==> src/rtl/adc_sample_monitor.sv <==
// ADC sample monitor: sliding boxcar average over 2^AVG_LOG2 samples,
// in-range window check and sticky fault after consecutive excursions.
module adc_sample_monitor #(
  parameter int          AVG_LOG2    = 3,
  parameter int          FAULT_COUNT = 4,
  parameter logic [11:0] LOW_TH      = 12'd500,
  parameter logic [11:0] HIGH_TH     = 12'd3500
) (
  input  logic        clk,
  input  logic        rst,
  input  logic [11:0] sample_in,
  input  logic        sample_valid,
  input  logic        fault_clr,
  output logic [11:0] avg_out,
  output logic        avg_valid,
  output logic        in_range,
  output logic        fault,
  output logic [3:0]  oor_count
);

  localparam int DEPTH  = 1 << AVG_LOG2;
  localparam int SW     = 12 + AVG_LOG2;
  localparam int PTR_W  = AVG_LOG2;
  localparam int FILL_W = AVG_LOG2 + 1;

  localparam logic [PTR_W-1:0]  PTR_ONE   = PTR_W'(1);
  localparam logic [FILL_W-1:0] FILL_ONE  = FILL_W'(1);
  localparam logic [FILL_W-1:0] FILL_LAST = FILL_W'(DEPTH - 1);
  localparam logic [3:0]        OOR_MAX   = 4'(FAULT_COUNT);

  localparam logic [1:0] S_FILL  = 2'd0;
  localparam logic [1:0] S_RUN   = 2'd1;
  localparam logic [1:0] S_FAULT = 2'd2;

  logic [11:0]       mem_q [DEPTH];
  logic [PTR_W-1:0]  wptr_q, wptr_d;
  logic [FILL_W-1:0] fill_q, fill_d;
  logic [SW-1:0]     sum_q, sum_d;
  logic [1:0]        state_q, state_d;
  logic [11:0]       avg_q, avg_d;
  logic              avg_valid_q, avg_valid_d;
  logic              in_range_q, in_range_d;
  logic              fault_q, fault_d;
  logic [3:0]        oor_q, oor_d;

  logic [11:0] oldest;
  logic        produce;
  logic        in_win;

  assign oldest = mem_q[wptr_q];

  // Window bookkeeping: running sum, pointer, fill count, new average.
  always_comb begin
    sum_d       = sum_q;
    wptr_d      = wptr_q;
    fill_d      = fill_q;
    avg_d       = avg_q;
    avg_valid_d = 1'b0;
    produce     = 1'b0;
    if (sample_valid) begin
      sum_d  = sum_q + SW'(sample_in) - SW'(oldest);
      wptr_d = wptr_q + PTR_ONE;
      if (state_q == S_FILL) begin
        fill_d  = fill_q + FILL_ONE;
        produce = (fill_q == FILL_LAST);
      end else begin
        produce = 1'b1;
      end
    end
    if (produce) begin
      avg_d       = sum_d[AVG_LOG2 +: 12];
      avg_valid_d = 1'b1;
    end
  end

  assign in_win = (avg_d >= LOW_TH) && (avg_d <= HIGH_TH);

  // Range check, consecutive excursion count and fault state machine.
  always_comb begin
    state_d    = state_q;
    in_range_d = in_range_q;
    oor_d      = oor_q;
    fault_d    = fault_q;
    if (produce) begin
      in_range_d = in_win;
      if (state_q == S_FILL) begin
        state_d = S_RUN;
      end
      if (in_win) begin
        oor_d = 4'd0;
      end else if (oor_q != OOR_MAX) begin
        oor_d = oor_q + 4'd1;
      end
      if (!in_win && oor_d == OOR_MAX) begin
        fault_d = 1'b1;
        state_d = S_FAULT;
      end
    end
    // A clear beats a coincident excursion: that average is not counted.
    if (state_q == S_FAULT && fault_clr) begin
      fault_d = 1'b0;
      oor_d   = 4'd0;
      state_d = S_RUN;
    end
  end

  // Sample history; reset wipes it so no stale samples reach a new window.
  always_ff @(posedge clk) begin
    if (rst) begin
      for (int i = 0; i < DEPTH; i++) begin
        mem_q[i] <= 12'd0;
      end
    end else if (sample_valid) begin
      mem_q[wptr_q] <= sample_in;
    end
  end

  // Datapath and status registers.
  always_ff @(posedge clk) begin
    if (rst) begin
      wptr_q      <= '0;
      fill_q      <= '0;
      sum_q       <= '0;
      state_q     <= S_FILL;
      avg_q       <= 12'd0;
      avg_valid_q <= 1'b0;
      in_range_q  <= 1'b1;
      fault_q     <= 1'b0;
      oor_q       <= 4'd0;
    end else begin
      wptr_q      <= wptr_d;
      fill_q      <= fill_d;
      sum_q       <= sum_d;
      state_q     <= state_d;
      avg_q       <= avg_d;
      avg_valid_q <= avg_valid_d;
      in_range_q  <= in_range_d;
      fault_q     <= fault_d;
      oor_q       <= oor_d;
    end
  end

  assign avg_out   = avg_q;
  assign avg_valid = avg_valid_q;
  assign in_range  = in_range_q;
  assign fault     = fault_q;
  assign oor_count = oor_q;

endmodule

==> config.mk <==
export PLATFORM = sky130hd
export DESIGN_NAME = adc_sample_monitor
export DESIGN_NICKNAME = d
export VERILOG_FILES = /design/src/rtl/adc_sample_monitor.sv
export SDC_FILE = /design/constraint.sdc
export NUM_CORES = 1
export LEC_CHECK = 0
export CORE_MARGIN = 4
export CORE_UTILIZATION = 30
export CTS_CLUSTER_SIZE = 14
export DETAILED_ROUTE_END_ITERATION = 16
export GPL_TIMING_DRIVEN = 0
export PLACE_DENSITY = 0.51
export SYNTH_ARGS = -nofsm -noshare
export SYNTH_HDL_FRONTEND = slang
export SYNTH_SLANG_ARGS = --single-unit
==> constraint.sdc <==
create_clock -name clk -period 4.6 [get_ports clk]
set_clock_uncertainty 0.05 [all_clocks]
set_input_delay 0.69 -clock clk [delete_from_list [all_inputs] [get_ports clk]]
set_output_delay 0.69 -clock clk [all_outputs]
set_load 0.005 [all_outputs]
# After elaboration in Yosys (flattened, before gate mapping)
# Memories as Yosys holds them, arrays and structs flattened. A register that Yosys moved wholly into a read port is not among the register bits.
# Index checks and enable logic that the tools add are counted.
# Widths: inputs -> output; s select.
# totals
out_inout_bits	19
mem_bits_rw	96
mem_count	1
reg_bits	43
wordCells	59
# memory_table
memory	words	word_bits	rd	rd_ports_with_merged_regs	write_ports	line	text
mem_q	8	12	1	1	8	35	logic [11:0] mem_q [DEPTH];
# op_classes
magnitude_cmp	2
n_reduce_logical	14
mux	22
n_addsub	5
eq_ne	4
# op_table
op	count
$mux 12	2
$add 15x12->15	1
$mux 15	1
$sub 15x12->15	1
$ge 12x9->1 const B	1
$le 12x12->1 const B	1
$mux 4	3
$reduce_or 12->1	1
$mux 1	11
$mux 3	3
$add 4x1->4 const B	2
$eq 4x3->1 const B	2
$reduce_and 2->1	4
$mux 2	2
$ne 4x3->1 const B	1
$reduce_bool 2->1	2
$add 3x1->3 const B	1
$logic_and 1x1->1	3
$reduce_bool 3->1	1
$eq 2x2->1 const B	1
$logic_not 2->1	1
$reduce_or 2->1	1
$logic_not 1->1	1

# Depth between registers and ports, before layout
# depth
ltp_word	13
ltp_mapped	18
mapped_depth_nobuf	16

# Worst setup path before layout
# No wires, ideal clock.
# synth_path
kind	reg2reg
startpoint	reg (tool-made name)
endpoint	reg oor_q[2], in the netlist oor_count[2]
setup_ns	0.124
t_required_ns	4.426
period_less_slack_ns	5.068
path_buffers	3
slack_ns	-0.468
arrival_ns	4.894
path_stages_with_launch	18
cell_sequence	dfxtp_1 > clkbuf_1 > buf_1 > mux4_2 > mux2_2 > fa_1 > inv_1 > ha_1 > buf_6 > a2111oi_4 > o21ai_2 > a2111o_1 > nand3_2 > o21ai_2 > or4_1 > a32o_2 > a21oi_1 > nor3_1
# synth_rtl
item	line	text
to (signal assigned)	139	oor_q <= oor_d;
to (decl)	44	logic [3:0] oor_q, oor_d;

==> impl_metrics.yaml <==
drt:
  drt.antenna.violating_nets: 0
  viasPerCell: 5.050
  drcViolationCount: 0
  vias: 5505
  drt_iter0_drc: 414
  post_drt_wl_per_cell_um: 18.74
  drt_first_pass_iters: 4
  wirelength_mm: 20.43
cells_and_area:
  drive_gt1_share_pct: 20.10
  stdcell_count: 1090
  multi_input_area_mm2: 0.003615
  utilization_pct: 38.31
  fillCellCount: 2425
  syn2layout_area_growth_pct: 24.70
  nNetsFinal: 801
  diodes: 0
  final_area_mm2: 0.009399
  final-seq-area_mm2: 0.003806
synth:
  netlist_instances: 686
  yosysSeqAreaShare_pct: 50.46
  post_synth.cell_area_avg_um2: 10.99
  synth-edff-count: 96
  ys.flop_type: "edfxtp_1"
  synthArstFlopShare_pct: 0
  synth_fp_nets: 733
  ys_ff_latch: 142
  yosys_warnings: 0
  netlist_area_mm2: 0.007537
  synth_cell_types: 65
power_and_ir_drop:
  peakVddDrop_mv: 0.2181
  power.density_mw_per_mm2: 543.8
  leakagePower_nw: 3.371
  total_power_mw: 5.111
timing:
  setup_violations: 8
  drv_slew: 0
  slew_headroom_pct: 49.11
  period_minus_slack_ps: 4675
  setup_ws_ps: -75.40
  hold_violations: 0
  post-route-period-util_pct: 101.6
  grt_setup_unrepaired: "true"
  fmax_mhz: 213.9
  worstMarginPinSlew_ps: 763.3
cts:
  clkTransAtPathRegs_ps: 70
  cts_tree: "done"
  worstSkewPairLatency_ps: 420
  clock-root-buffer: "clkbuf_16"
  cts_max_level: 4
  numCtsBuffers: 17
  clock_sinks: 142
  cts_hold_buf: 0
  cts_buffer_depth: 2
setup_path:
  arrival_ps: 4930
  required_ps: 4860
  cp-end-kind: "flop"
  rr_worst_depth: 15
  cp_max_fo: 8
  start_kind: "flop"
  criticalPathCategory: "flop to flop"
global_routing:
  grt_overflow_total: 0
  grt_pass1_vias: 5475
  grt_max_degree: 17
  track_usage_pct: 14.68
  grt_pass1_wl_mm: 31.64
  antenna_found_initial: 0
die:
  io_pins: 35
  fp.coreArea_mm2: 0.02453
  rows: 57
  floorplan.initialDensity_pct: 30.72
  die_area_mm2: 0.02772
  die_x_um: 166.5
  die_y_um: 166.5
placed_design:
  place.gp.congestion: 0.8025
  port_buffers: 33
  hpwl_mm: 14.29
  numPlacedInstances: 1043
  post-place-ws_ps: -772.4
  place_area_mm2: 0.008282
flow_run:
  maxCapViolCount: 0
worst_hold_path:
  hp-class: "flop to flop"
  hold_depth: 2
outcome:
  violations: "setup timing"
  status: "finished, violations left"
==> cell usage after synthesis, drive strengths merged, types with 14 or more instances <==
master / n / area share, %
mux4: 24 / 7.2
edfxtp: 96 / 38
nor2: 63 / 3.2
a21oi: 32 / 2.2
dfxtp: 46 / 12
ha: 19 / 3.2
o21ai: 15 / 1.1
inv: 47 / 2.3
clkbuf: 30 / 1.5
nor3: 79 / 5.2
nand2: 29 / 1.4
buf: 14 / 0.85
and2: 31 / 2.6
==> routing by layer <==
layer,wire [um],track usage (%),up-vias
met2,9958,24.39,113
met4,214,3.486,0
li1,-,-,2618
met1,9447,20.12,2758
met3,810,2.584,16
met5,0,0,-
==> stage by stage <==
stage / hold slack [ps] / setup TNS (ps)
after detailed placement: 402.0 / -6442
after CTS: 412.3 / -392.9
after global placement: 397.5 / -6199
final: 415.9 / -532.8
after global routing: 428.9 / -1362
after floorplan: 381.9 / 0
==> path summary, 6_finish.rpt <==
| path | slack, ps | from | endpoint |
|---|---|---|---|
| setup / recovery | -80 | flop | oor_count[3] |
| hold / removal | 420 | sum_q[2] | sum_q[2] |
| setup reg to reg | -80 | flop | oor_count[3] |
| hold reg to reg | 420 | sum_q[2] | sum_q[2] |
==> layout by cell type, fill, tap and decap left out, types with 8 or more instances in the layout <==
master | Yosys | layout
mux2_2 | 13 | 9
mux2i_1 | 12 | 10
dfxtp_1 | 46 | 44
mux4_2 | 24 | 24
nand2_1 | 29 | 29
clkbuf_16 | 0 | 18
buf_4 | 0 | 21
or2_2 | 10 | 10
and2_1 | 31 | 31
nand3_1 | 12 | 11
inv_1 | 47 | 46
nor3_1 | 79 | 79
ha_1 | 19 | 8
a21oi_1 | 31 | 24
clkbuf_1 | 30 | 23
clkdlybuf4s50_1 | 0 | 33
edfxtp_1 | 96 | 96
nor2_1 | 62 | 62
ha_4 | 0 | 9
clkinv_1 | 11 | 11
fa_1 | 12 | 11
==> sequential cells by signal, summed over array words and instances, names as in the netlist, named ones only <==
signal / count
mem_q: 96
state_q: 2
sum_q: 15
oor_count: 4
avg_out: 12
avg_valid: 1
fill_q: 4
fault: 1
wptr_q: 3
in_range: 1
==> cell type report <==
cell class | instances | share of cell area (%)
clock buffer | 17 | 4.526
clock inverter | 14 | 2.130
sequential | 142 | 40.50
tap | 324 | 4.313
timing repair buffer | 54 | 5.405
buffer | 39 | 2.356
multi-input combinational | 442 | 38.46
inverter | 58 | 2.316
==> report_power, final <==
group | total, mW | internal [mW] | switching (mW)
registers | 1.51 | 1.46 | 0.0481
clock network | 1.49 | 0.877 | 0.617
logic | 2.11 | 0.926 | 1.18
==> kinds of logic (layout without fill, tap and decap cells) <==
group / count (synthesis) / after routing / share of synthesized area (%)
fa+ha+maj: 31 / 31 / 6.341
buf+inv: 102 / 182 / 5.229
compound gates: 91 / 91 / 8.350
xor+xnor: 15 / 15 / 1.926
simple gates: 256 / 256 / 16.98
flops: 142 / 142 / 50.46
mux: 49 / 49 / 10.71
==> worst max-delay path, cell delays in order (launching register included) <==
cell	delay, ps
dfxtp_2	330
clkbuf_16	160
buf_12	140
mux4_2	520
mux2_4	280
fa_1	500
fa_2	420
nand2b_4	180
a21o_4	230
a211o_4	370
mux2_4	230
o21ai_2	70
or4_4	510
a32o_2	370
nor2_4	150
nor4_2	50
==> timing repair <==
action / 4_1_cts / 5_1_grt
gates cloned: 1 / 0
pin swaps: 12 / 13
buffers inserted: 9 / 11
resized for setup: 49 / 24
endpoints found under the setup margin: 12 / 8
Power figures use the tool's default switching activity.
